$ cat src/rtl/instr_fetch_buffer.sv
// instr_fetch_buffer: fetches instruction words over a wait-state bus into a two-entry FIFO
// and presents the head to the scheduler; stops accepting addresses after the halt address.
module instr_fetch_buffer #(
  parameter int          DEPTH     = 2,
  parameter logic [31:0] HALT_ADDR = 32'h0000_0000
) (
  input  logic        clk,
  input  logic        reset,
  input  logic        clk_enable,
  input  logic [31:0] fetch_addr,
  input  logic        fetch_addr_valid,
  output logic        fetch_addr_ready,
  output logic [31:0] instr_address,
  output logic        instr_read,
  input  logic        instr_waitrequest,
  input  logic [31:0] instr_readdata,
  output logic        instr_valid,
  output logic [31:0] instr_data,
  output logic [31:0] instr_addr,
  input  logic        stall,
  output logic        active
);
  typedef enum logic {IDLE, REQ} state_t;
  state_t      state_q, state_d;
  logic [31:0] addr_q, addr_d;
  logic        active_q, active_d, run_q, run_d;
  logic [1:0]  cnt_q, cnt_d;
  logic [31:0] dat_q [DEPTH], dat_d [DEPTH], pc_q [DEPTH], pc_d [DEPTH];
  logic        push, pop, accept;
  // run_q keeps ready low until the first edge after reset is released
  assign fetch_addr_ready = run_q && clk_enable && active_q && state_q == IDLE && cnt_q != 2'(DEPTH);
  assign instr_read       = state_q == REQ;
  assign instr_address    = addr_q;
  assign instr_valid      = cnt_q != 2'd0;
  assign instr_data       = dat_q[0];
  assign instr_addr       = pc_q[0];
  assign active           = active_q;
  always_comb begin
    pop      = cnt_q != 2'd0 && !stall && clk_enable;
    push     = state_q == REQ && !instr_waitrequest;
    accept   = fetch_addr_valid && fetch_addr_ready;
    state_d  = state_q;
    addr_d   = addr_q;
    active_d = active_q;
    run_d    = 1'b1;
    dat_d    = dat_q;
    pc_d     = pc_q;
    cnt_d    = cnt_q - {1'b0, pop};
    if (pop) begin
      dat_d[0] = dat_q[1];
      pc_d[0]  = pc_q[1];
      dat_d[1] = '0;
      pc_d[1]  = '0;
    end
    if (push) begin
      dat_d[cnt_d[0]] = instr_readdata;
      pc_d[cnt_d[0]]  = addr_q;
      cnt_d           = cnt_d + 2'd1;
      state_d         = IDLE;
    end
    if (accept && fetch_addr == HALT_ADDR) active_d = 1'b0;
    if (accept && fetch_addr != HALT_ADDR) begin
      addr_d  = fetch_addr;
      state_d = REQ;
    end
  end
  always_ff @(posedge clk) begin
    if (!reset) begin
      state_q  <= IDLE;
      addr_q   <= '0;
      active_q <= 1'b1;
      run_q    <= 1'b0;
      cnt_q    <= '0;
      dat_q    <= '{default: '0};
      pc_q     <= '{default: '0};
    end else begin
      state_q  <= state_d;
      addr_q   <= addr_d;
      active_q <= active_d;
      run_q    <= run_d;
      cnt_q    <= cnt_d;
      dat_q    <= dat_d;
      pc_q     <= pc_d;
    end
  end
endmodule

$ cat config.mk
export PLATFORM = sky130hd
export DESIGN_NAME = instr_fetch_buffer
export DESIGN_NICKNAME = d
export VERILOG_FILES = /design/src/rtl/instr_fetch_buffer.sv
export SDC_FILE = /design/constraint.sdc
export NUM_CORES = 1
export LEC_CHECK = 0
export CAP_MARGIN = 20
export CORE_MARGIN = 4
export CORE_UTILIZATION = 53
export CTS_BUF_LIST = sky130_fd_sc_hd__clkbuf_8 sky130_fd_sc_hd__clkbuf_16
export DETAILED_ROUTE_END_ITERATION = 7
export PLACE_DENSITY = 0.84
export SYNTH_ARGS = -nofsm -noshare
export SYNTH_HDL_FRONTEND = slang
export SYNTH_SLANG_ARGS = --single-unit
$ cat constraint.sdc
create_clock -name clk -period 3.3 [get_ports clk]
set_input_delay 0.495 -clock clk [delete_from_list [all_inputs] [get_ports clk]]
set_output_delay 0.495 -clock clk [all_outputs]
set_load 0.05 [all_outputs]
==> reports/summary.txt <==
Gr busiest metal -> met2
Placer Congestion -> 0.740
Synth top area share -> 44.2%
Hold-fix buffers at CTS -> 0
Setup TNS -> 0 ns
Antenna fix cells -> 0
Utilization of the core after routing -> 67.4%
Worst-margin pin slew -> 0.995 ns
Clock insertion delay at the later pin of the skew report -> 0.42 ns
Grt met1 use -> 29.7%
Grt total ovfl -> 0
Post-synth top flop -> dfxtp_1
Buffer count from post-CTS setup fixing -> 0
Max Root-Sink Buffers -> 2
DRC Markers -> 0
# resized after CTS -> 0
Worst reg-to-reg setup slack -> 1.20 ns
Hold_ws -> 0.488 ns
Slew HR -> 33.6%
Total iterations of the first detailed-routing run -> 5
Hold path depth -> 2
DRT Wirelength -> 18,800 µm
Total CTS buffers -> 17
Critical Path Sink Type -> output pin
Cell row count -> 43
Min cycle time layout -> 2.72 ns
Layout Skew -> 0.00554 ns
Largest net degree at the start of global routing -> 86
Seq/Total Area, Yosys -> 44.2%
Initial drt markers -> 492
Final Cycle Share -> 82.3%
Sw Share -> 24.1%
CTS tree -> built
Leading area contributor after synthesis -> dfxtp_1
Worst EP required -> 2.80 ns
RSZ-0062 raised after global routing -> no
Hold_sp -> pc_q[29]
Synth Net Count -> 895
# setup viols final -> 0
Max-cap violations -> 0
Fill cells -> 1,134
Yosys reg bits -> 165
Reg2reg end -> instr_data[10]
Routed len/inst -> 17.4 µm
H-tree depth -> 4
Crit Path Category -> in -> out
Compound-Gate Fraction of Synth Area -> 18.3%
Initial antenna violation count -> 0
CP arrival -> 2.22 ns
Maximum vdd drop -> 0.000314 V
FF+latch area -> 3300 µm²
Mux share of post-synthesis cell area -> 12.9%
Synth area leaders -> dfxtp_1 44%, mux2i_1 13%, buf_4 6.6%, o211ai_1 6.5%, a211oi_1 6.4%
Clk slew on worst S/H paths -> 0.06 ns
DIE AREA -> 16,000 µm²
Antenna-violating nets left -> 0
Die Ht -> 127 µm
Internal Power -> 0.00354 W
I/O pins -> 170
First-pass GRT wire length -> 30,500 µm
Combinational Power Share -> 10.0%
Initial Utilization -> 54.0%
Synth Area in Adders -> 0%
Pleak -> 3.60 nW
Post-synthesis xor/xnor area fraction -> 0%
Final std cells w/o fill -> 1,077
Layout Nets -> 954
Post-synth EDFFs -> 0
Hold path endpoint -> pc_q[29]
Post-synth cell types -> 31
Share of cells above drive strength 1 -> 6.24%
Largest family of logic cells by synthesized area -> compound AO/OA/AOI/OAI gates
Buffers on Ports -> 169
Worst Hold Class -> reg -> reg
Sequential share of power -> 44.2%
Die X -> 127 µm
Pins Over Slew Limit -> 0
Peak Freq -> 0.368 GHz
Final HPWL DP -> 11,700 µm
Syn-to-layout area delta -> 24.8%
Fraction of registers with async set/reset -> 0%
Psw -> 0.00112 W
Core area -> 13,800 µm²
Worst Path Max Fanout -> 3
Reg2reg start -> cnt_q[0]
Reg2reg path depth -> 5
Root Buffer -> clkbuf_16
Gr usage total -> 23.0%
Status -> complete, no violations
GR Util met3 -> 5.18%
TritonCTS Sinks -> 165
GR Layer Usage met2 -> 36.9%
Vias in the first global route -> 6,129
Post-Syn Area per Cell -> 9.05 µm²
PD cells -> 500 nW/µm²
Post-Synth Simple-Gate Area -> 12.8%
Vias/cell -> 5.76
Synthesized instance count -> 825
Placed cells -> 1,045
Critical Path Start Type -> input pin
Via count -> 6,206
Netlist Area Pre-Place -> 7470 µm²
Final Hold Fails -> 0
Area of the multi-input gates -> 3310 µm²
Synth warnings -> 0
Clk pwr share -> 45.9%
[cells in the final DEF, fill, tap and decap left out, types with 2 or more instances in the layout]
| cell type | instances |
|---|---|
| inv_1 | 3 |
| dfxtp_1 | 165 |
| buf_4 | 13 |
| nand3_1 | 64 |
| nor4_1 | 8 |
| nor2_1 | 65 |
| a21oi_1 | 66 |
| clkdlybuf4s50_1 | 168 |
| nor2b_1 | 2 |
| clkbuf_8 | 3 |
| bufinv_16 | 4 |
| clkbuf_16 | 17 |
| mux2i_1 | 96 |
| nand2_1 | 65 |
| clkinvlp_4 | 4 |
| a211oi_1 | 64 |
| o211ai_1 | 65 |
| buf_12 | 2 |
[synth_stat cells (2+ instances only)]
| master | count |
|---|---|
| o211ai_1 | 65 |
| inv_1 | 2 |
| nand2_1 | 66 |
| buf_1 | 5 |
| nor2b_1 | 3 |
| a211oi_1 | 64 |
| clkbuf_1 | 46 |
| buf_4 | 66 |
| o21ai_0 | 2 |
| buf_2 | 19 |
| buf_6 | 8 |
| a21oi_1 | 66 |
| nor4_1 | 8 |
| nor2_1 | 65 |
| dfxtp_1 | 165 |
| o21a_1 | 2 |
| mux2i_1 | 96 |
| nand3_1 | 64 |
[routing by layer]
layer / up-vias / wire (µm)
li1: 3013 / -
met1: 2976 / 8180
met2: 180 / 9120
met3: 37 / 931
met4: 0 / 538
met5: - / 0
[worst max-delay path by stage]
stage,cells past startpoint,endpoint,slack (ns),startpoint
final,4,fetch_addr_ready,0.58,clk_enable
after global routing,4,fetch_addr_ready,0.56,clk_enable
after CTS,4,fetch_addr_ready,0.59,clk_enable
after detailed placement,4,fetch_addr_ready,0.59,clk_enable
after global placement,4,fetch_addr_ready,0.60,clk_enable
after floorplan,2,fetch_addr_ready,1.21,active
[critical path: stages]
cell	delay, ns
clkdlybuf4s50_1	0.53
nand4b_1	0.18
nor2_1	0.19
clkdlybuf4s50_1	0.82
[sequential cells by signal, summed over array words and instances, names as in the netlist]
| signal | flops |
|---|---|
| pc_q | 32 |
| instr_data | 32 |
| run_q | 1 |
| instr_addr | 32 |
| dat_q | 32 |
| instr_read | 1 |
| cnt_q | 2 |
| instr_address | 32 |
| active | 1 |
[metrics by stage]
stage                     area (µm²)  setup WS, ns  power [W]
after floorplan                 7470          1.21    0.00239
after global placement          8680         0.596    0.00256
after detailed placement        8680         0.594    0.00256
after CTS                       9320         0.594    0.00470
after global routing            9320         0.556    0.00481
final                           9320         0.584    0.00466
[layout make-up]
class | count | share of cell area [%]
Sequential cell | 165 | 35.4
Clock buffer | 20 | 5.01
Multi-Input combinational cell | 513 | 35.5
Timing Repair Buffer | 184 | 19.6
Inverter | 3 | 0.148
Clock inverter | 12 | 1.89
Tap cell | 180 | 2.42
[cells by family after synthesis]
| group | after synthesis |
|---|---|
| AO/OA/AOI/OAI | 202 |
| buffers and inverters | 147 |
| multiplexers | 96 |
| AND/OR/NAND/NOR | 215 |
| flip-flops | 165 |
[power by group through the flow]
stage	combinational, W	clock (W)	sequential [W]
final	0.000464	0.00214	0.00206
after global routing	0.000488	0.00226	0.00206
after CTS	0.000465	0.00218	0.00206
after detailed placement	0.000462	0	0.00210
after global placement	0.000459	0	0.00210
after floorplan	0.000246	0	0.00214
(Power assumes the default switching activity.)
